`src/rtl/imem_loader_pkg.sv`:
```
// Shared definitions for the instruction-memory image loader: loader FSM states,
// instruction width and the default instruction-memory address width.
package imem_loader_pkg;

    localparam int INSTR_W     = 32;
    localparam int IMEM_ADDR_W = 8;
    localparam int LEN_W       = 16;

    typedef enum logic [2:0] {
        IDLE = 3'd0,
        LEN0 = 3'd1,
        LEN1 = 3'd2,
        DATA = 3'd3,
        LAST = 3'd4,
        RUN  = 3'd5,
        ERR  = 3'd6
    } loader_state_e;

    function automatic logic state_is_busy(input loader_state_e s);
        logic res;
        case (s)
            LEN0, LEN1, DATA, LAST: res = 1'b1;
            default:                res = 1'b0;
        endcase
        return res;
    endfunction

endpackage

```
`src/rtl/imem_loader_if.sv`:
```
// Host byte stream plus instruction-memory write port, bundled for the loader.
// The master side is the loader itself; the slave side is the host/memory environment.
interface imem_loader_if
    import imem_loader_pkg::*;
#(
    parameter int ADDR_W = IMEM_ADDR_W
) ();

    logic               in_valid;
    logic [7:0]         in_byte;
    logic               in_ready;
    logic               imem_we;
    logic [ADDR_W-1:0]  imem_addr;
    logic [INSTR_W-1:0] imem_wdata;

    modport master (
        input  in_valid,
        input  in_byte,
        output in_ready,
        output imem_we,
        output imem_addr,
        output imem_wdata
    );

    modport slave (
        output in_valid,
        output in_byte,
        input  in_ready,
        input  imem_we,
        input  imem_addr,
        input  imem_wdata
    );

endinterface

```
`src/rtl/imem_word_packer.sv`:
```
// Little-endian 4-byte word assembler. word_valid flags the byte that completes a
// word, and word_data carries that byte merged with the three held lower bytes.
module imem_word_packer
    import imem_loader_pkg::*;
(
    input  logic               clk,
    input  logic               rst,
    input  logic               clr,
    input  logic               byte_valid,
    input  logic [7:0]         byte_data,
    output logic               word_valid,
    output logic [INSTR_W-1:0] word_data
);

    logic [1:0]  byte_cnt_r;
    logic [23:0] low_bytes_r;

    // Completion is flagged in the same cycle as the 4th byte so the caller can register the write
    always_comb begin
        word_valid = byte_valid && (byte_cnt_r == 2'd3);
        word_data  = {byte_data, low_bytes_r};
    end

    // Byte lane capture and byte counter
    always_ff @(posedge clk) begin
        if (rst) begin
            byte_cnt_r  <= 2'd0;
            low_bytes_r <= 24'd0;
        end else if (clr) begin
            byte_cnt_r  <= 2'd0;
            low_bytes_r <= 24'd0;
        end else if (byte_valid) begin
            case (byte_cnt_r)
                2'd0:    low_bytes_r[7:0]   <= byte_data;
                2'd1:    low_bytes_r[15:8]  <= byte_data;
                2'd2:    low_bytes_r[23:16] <= byte_data;
                default: low_bytes_r        <= low_bytes_r;
            endcase
            byte_cnt_r <= byte_cnt_r + 2'd1;
        end else begin
            byte_cnt_r  <= byte_cnt_r;
            low_bytes_r <= low_bytes_r;
        end
    end

endmodule

```
`src/rtl/imem_loader.sv`:
```
// Streams a byte-serial image (16-bit LE word count, then LE 32-bit words) into
// instruction memory and holds the processor in reset until a valid image is loaded.
module imem_loader
    import imem_loader_pkg::*;
#(
    parameter int ADDR_W = IMEM_ADDR_W
) (
    input  logic          clk,
    input  logic          rst,
    input  logic          start,
    imem_loader_if.master bus,
    output logic          cpu_rst,
    output logic          busy,
    output logic          done,
    output logic          err
);

    localparam logic [31:0] DEPTH = 32'd1 << ADDR_W;

    loader_state_e      state_r;
    loader_state_e      state_next_s;
    logic [LEN_W-1:0]   len_r;
    logic [LEN_W-1:0]   len_full_s;
    logic [ADDR_W:0]    k_r;
    logic               in_ready_s;
    logic               accept_s;
    logic               pack_clr_s;
    logic               pack_valid_s;
    logic               word_valid_s;
    logic [INSTR_W-1:0] word_s;
    logic               last_word_s;

    logic               imem_we_r;
    logic [ADDR_W-1:0]  imem_addr_r;
    logic [INSTR_W-1:0] imem_wdata_r;
    logic               cpu_rst_r;
    logic               busy_r;
    logic               done_r;
    logic               err_r;

    // in_ready is a pure state decode so the host never sees a combinational path from in_valid
    always_comb begin
        case (state_r)
            LEN0, LEN1, DATA: in_ready_s = 1'b1;
            default:          in_ready_s = 1'b0;
        endcase
    end

    assign accept_s     = bus.in_valid && in_ready_s;
    assign pack_clr_s   = (state_r != DATA);
    assign pack_valid_s = accept_s && (state_r == DATA);
    assign len_full_s   = {bus.in_byte, len_r[7:0]};
    assign last_word_s  = (LEN_W'(k_r) == (len_r - 16'd1));

    imem_word_packer u_packer (
        .clk        (clk),
        .rst        (rst),
        .clr        (pack_clr_s),
        .byte_valid (pack_valid_s),
        .byte_data  (bus.in_byte),
        .word_valid (word_valid_s),
        .word_data  (word_s)
    );

    // Next-state decode
    always_comb begin
        state_next_s = state_r;
        case (state_r)
            IDLE, RUN, ERR: begin
                if (start) begin
                    state_next_s = LEN0;
                end else begin
                    state_next_s = state_r;
                end
            end
            LEN0: begin
                if (accept_s) begin
                    state_next_s = LEN1;
                end else begin
                    state_next_s = LEN0;
                end
            end
            LEN1: begin
                if (!accept_s) begin
                    state_next_s = LEN1;
                end else if (len_full_s == 16'd0) begin
                    state_next_s = RUN;
                end else if ({16'd0, len_full_s} > DEPTH) begin
                    state_next_s = ERR;
                end else begin
                    state_next_s = DATA;
                end
            end
            DATA: begin
                if (word_valid_s && last_word_s) begin
                    state_next_s = LAST;
                end else begin
                    state_next_s = DATA;
                end
            end
            LAST:    state_next_s = RUN;
            default: state_next_s = IDLE;
        endcase
    end

    // State, length/index capture and registered outputs (decoded from the next state)
    always_ff @(posedge clk) begin
        if (rst) begin
            state_r      <= IDLE;
            len_r        <= 16'd0;
            k_r          <= {(ADDR_W+1){1'b0}};
            imem_we_r    <= 1'b0;
            imem_addr_r  <= {ADDR_W{1'b0}};
            imem_wdata_r <= 32'd0;
            cpu_rst_r    <= 1'b1;
            busy_r       <= 1'b0;
            done_r       <= 1'b0;
            err_r        <= 1'b0;
        end else begin
            state_r   <= state_next_s;
            imem_we_r <= word_valid_s;
            if (word_valid_s) begin
                imem_addr_r  <= k_r[ADDR_W-1:0];
                imem_wdata_r <= word_s;
                k_r          <= k_r + (ADDR_W+1)'(1);
            end else if ((state_r == LEN1) && accept_s) begin
                k_r <= {(ADDR_W+1){1'b0}};
            end else begin
                k_r <= k_r;
            end
            if ((state_r == LEN0) && accept_s) begin
                len_r[7:0] <= bus.in_byte;
            end else if ((state_r == LEN1) && accept_s) begin
                len_r[15:8] <= bus.in_byte;
            end else begin
                len_r <= len_r;
            end
            cpu_rst_r <= (state_next_s != RUN);
            busy_r    <= state_is_busy(state_next_s);
            done_r    <= (state_next_s == RUN);
            err_r     <= (state_next_s == ERR);
        end
    end

    assign bus.in_ready   = in_ready_s;
    assign bus.imem_we    = imem_we_r;
    assign bus.imem_addr  = imem_addr_r;
    assign bus.imem_wdata = imem_wdata_r;
    assign cpu_rst        = cpu_rst_r;
    assign busy           = busy_r;
    assign done           = done_r;
    assign err            = err_r;

endmodule

```
`src/flat_wrapper.sv`:
```
// flat-port wrapper written by rule: the top's interface ports become plain ports
module imem_loader_flat import imem_loader_pkg::*;
#(
    parameter int ADDR_W = IMEM_ADDR_W
)
  (clk, rst, start, cpu_rst, busy, done, err, bus_in_valid, bus_in_byte, bus_in_ready, bus_imem_we, bus_imem_addr, bus_imem_wdata);
  imem_loader_if #(.ADDR_W(ADDR_W)) bus_i ();
  input  logic clk;
  input  logic rst;
  input  logic start;
  output logic cpu_rst;
  output logic busy;
  output logic done;
  output logic err;
  input wire logic [$bits(bus_i.in_valid)-1:0] bus_in_valid;
  input wire logic [$bits(bus_i.in_byte)-1:0] bus_in_byte;
  output wire logic [$bits(bus_i.in_ready)-1:0] bus_in_ready;
  output wire logic [$bits(bus_i.imem_we)-1:0] bus_imem_we;
  output wire logic [$bits(bus_i.imem_addr)-1:0] bus_imem_addr;
  output wire logic [$bits(bus_i.imem_wdata)-1:0] bus_imem_wdata;
  assign bus_i.in_valid = bus_in_valid;
  assign bus_i.in_byte = bus_in_byte;
  assign bus_in_ready = bus_i.in_ready;
  assign bus_imem_we = bus_i.imem_we;
  assign bus_imem_addr = bus_i.imem_addr;
  assign bus_imem_wdata = bus_i.imem_wdata;
  imem_loader #(.ADDR_W(ADDR_W)) u_core (.clk(clk), .rst(rst), .start(start), .bus(bus_i), .cpu_rst(cpu_rst), .busy(busy), .done(done), .err(err));
endmodule
```
`config.mk`:
```
export PLATFORM = sky130hd
export DESIGN_NAME = imem_loader_flat
export DESIGN_NICKNAME = d
export VERILOG_FILES = /design/src/rtl/imem_loader_pkg.sv /design/src/rtl/imem_loader_if.sv /design/src/rtl/imem_word_packer.sv /design/src/rtl/imem_loader.sv /design/src/flat_wrapper.sv
export SDC_FILE = /design/constraint.sdc
export NUM_CORES = 1
export LEC_CHECK = 0
export CORE_MARGIN = 2
export CORE_UTILIZATION = 55
export DETAILED_ROUTE_END_ITERATION = 6
export PLACE_DENSITY_LB_ADDON = 0.08
export SLEW_MARGIN = 5
export SYNTH_ARGS = -nofsm -noshare
export SYNTH_HDL_FRONTEND = slang
export SYNTH_SLANG_ARGS = --single-unit
```
`constraint.sdc`:
```
create_clock -name clk -period 3.5 [get_ports clk]
set_input_delay 0.7 -clock clk [delete_from_list [all_inputs] [get_ports clk]]
set_output_delay 0.7 -clock clk [all_outputs]
set_load 0.03 [all_outputs]
```
==> flow_summary.toml <==
[timing]
fin_crit_sh_pct = 75.79
fmax_mhz = 377.0
grt_setup_unrepaired = "no"
worst_slack_ns = 0.8472
final_hold_viol_count = 0
skew_ns = 0.009839
report.final.slew_viol_count = 0
whs_ns = 0.4551
setup_violations = 0
worst_slew_pin_slew_ns = 0.9829
timing.setup.tns_ns = 0
fin_crit_ns = 2.653
relSlewSlack_pct = 34.47

[placed_design]
hpwlAfterDp_um = 7040
post-place-ws_ns = 0.5412
gp_congestion = 0.8786
placedCellCount = 657
port_buffers = 57

[die]
core_um2 = 7647
io_pins = 58
fp.dieW_um = 92.23
fp-row-count = 32
die_h_um = 92.23
dieArea_um2 = 8506
start_util_pct = 55.99

[setup_path]
critical_path.top_delay_family = "simple AND/OR/NAND/NOR gates"
startpoint = "bus_in_byte[4]"
arrival_ns = 2.90
reg2reg_from = "u_core.len_r[0]$_SDFFE_PP0P_"
cp_slowest_cell = "or4_1"
cp_cell_sequence = "clkdlybuf4s50_1, or4_1, nor4_2, a31oi_1, nand2b_1, or3_1"
critPathLaunchType = "input port"
ff2ff_setup_slack_ns = 1.09
path_buf_inv = 1
r2r_cells = 7
required_ns = 3.75
path_class = "in2reg"
max_stage_delay_ns = 0.55
path_max_fanout = 5
r2r_end = "u_core.state_r[1]$_SDFF_PP0_"
cp-end-kind = "flop"

[drt]
met1Wirelength_um = 4521
wl_met3_um = 390
drc = 0
ant_nets = 0
drtIter0Drc = 187
met2_length_um = 4902
routedWlPerCell_um = 14.82
drt_pass1_iterations = 4
vias = 3666
highest_layer = "met4"
wl_um = 9961
via_per_inst = 5.455

[grt]
grt-ovfl-total = 0
antenna_found_initial = 0
grt_max_degree = 75
grt_usage_pct = 24.06
grt_pass1_wl_um = 16190
grt_pass1_vias = 3361

[pwr]
irDropWorstVdd_mv = 0.3341
p_total_mw = 2.097
p_per_area_nw_per_um2 = 404.3
leakagePower_nw = 1.940

[synth]
synth_most_common_cell = "nand2_1"
yosysSeqAreaShare_pct = 46.29
yosysTopAreaCell = "dfxtp_1"
synthArstFlopShare_pct = 0
post-synth-top-area-fraction_pct = 46.29
ys_seq_elements = 99
ys.flop_type = "dfxtp_1"
netlist_area_um2 = 4282
syn_area_per_cell_um2 = 8.379
netlist_top_cells_area = "dfxtp_1 (46%), nand2_1 (9.3%), a21oi_1 (7.4%), mux2i_1 (7.2%), nor2_1 (5.3%)"
synthCells = 511
synth_edf_count = 0
synth_common_cells = "nand2_1 (106), dfxtp_1 (99), a21oi_1 (63)"
synthesis.nets = 529
synth_cell_types = 55
synth_warnings = 0

[cts]
cts_root_buffer = "clkbuf_8"
clock_latency_ns = 0.36
cts_setup_buffers = 0
clock-sinks = 99
post_cts_resize_count = 0
cts_made_buffers = 9
clkTransAtPathRegs_ns = 0.09
cts_tree = "built"
clock_path_buffers = 2
ctsHoldBuffers = 0
cts.htree.levels = 3

[layout]
final_nets = 584
stdcell_count = 672
n_antenna_cell = 0
drive_gt1_share_pct = 8.947
syn_to_final_growth_pct = 21.13

[job]
max_cap_viol_count = 0

[outcome]
outcome = "completed"

[hold_path]
hold_depth = 2
hold_end = "u_core.bus.imem_addr[2]$_SDFFE_PP0P_"
hp-start = "u_core.bus.imem_addr[2]$_SDFFE_PP0P_"
hp-class = "reg2reg"
[final cells by class]
cell class / count / area, um2
clock buffer: 11 / 151.4
clock inverter: 4 / 33.78
fill: 649 / 2461
inverter: 7 / 26.28
multi-input combinational: 375 / 2172
sequential: 99 / 1982
tap: 102 / 127.6
timing repair buffer: 74 / 693.2
[cells by family (layout without fill, tap and decap cells)]
family	count (synthesis)	after routing	share of synthesized area (%)
DFF	99	99	46.29
buffers and inverters	37	96	3.302
xor gates and xnor gates	10	10	2.045
muxes	35	35	8.299
adders and majority gates	7	7	1.987
and+or+nand+nor	230	230	25.13
AOI/OAI and AO/OA	93	93	12.95
[worst max-delay path by stage]
stage                                              end  cells after the start
after CTS                    u_core.cpu_rst$_SDFF_PP1_                      6
after detailed placement     u_core.cpu_rst$_SDFF_PP1_                      6
after floorplan           u_core.state_r[1]$_SDFF_PP0_                      9
after global placement       u_core.cpu_rst$_SDFF_PP1_                      6
final                        u_core.cpu_rst$_SDFF_PP1_                      6
after global routing         u_core.cpu_rst$_SDFF_PP1_                      6
[flip-flops by register name, indices dropped and copies added, names as in the netlist]
name / flops
u_core.done: 1
u_core.bus.imem_we: 1
u_core.busy: 1
u_core.u_packer.byte_cnt_r: 2
u_core.err: 1
u_core.cpu_rst: 1
u_core.bus.imem_wdata: 32
u_core.u_packer.low_bytes_r: 24
u_core.state_r: 3
u_core.k_r: 9
u_core.len_r: 16
u_core.bus.imem_addr: 8
[power by group]
part	switching (mW)	leakage, nW	total [mW]	internal, mW
sequential	0.0194	0.798	1.16	1.14
combinational	0.137	1.05	0.246	0.109
clock	0.392	0.0924	0.693	0.300
[cell usage in the layout (no fill, tap or decap), types with 4 or more instances in the layout]
cell             Yosys  routed
ha_1                 6       6
dfxtp_1             99      99
nand2b_1             9       9
nor3_1               8       8
o21bai_1             4       4
nor4_1               5       5
o21ai_0              4       4
buf_4                0      17
clkdlybuf4s50_1      0      56
xnor2_1              6       6
mux2i_1             31      31
mux2_2               4       4
clkbuf_8             0      11
or4_1                4       4
nor2_1              61      60
a211oi_1             4       4
xor2_1               4       4
nand2_1            106     106
a21oi_1             63      63
inv_1                7       7
nand3_1             11      10
[routing by layer]
| metal | up-vias | GRT usage, % |
|---|---|---|
| li1 | 1858 | - |
| met1 | 1725 | 30.77 |
| met2 | 71 | 41.42 |
| met3 | 12 | 5.012 |
| met4 | 0 | 6.219 |
| met5 | - | 0 |
[through the flow]
stage,utilization [%],cell area [um2]
2_1_floorplan,-,4282
3_3_place_gp,65.40,5001
3_5_place_dp,65.40,5001
4_1_cts,67.82,5186
5_1_grt,67.82,5186
6_report,67.82,5186
[tightest hold or removal path: cells and delay by family, from the launching register on]
kind,cells,cell delay (ns)
simple gates,1,0.05
flops,1,0.32
compound gates,1,0.05
Power figures use the tool's default switching activity.
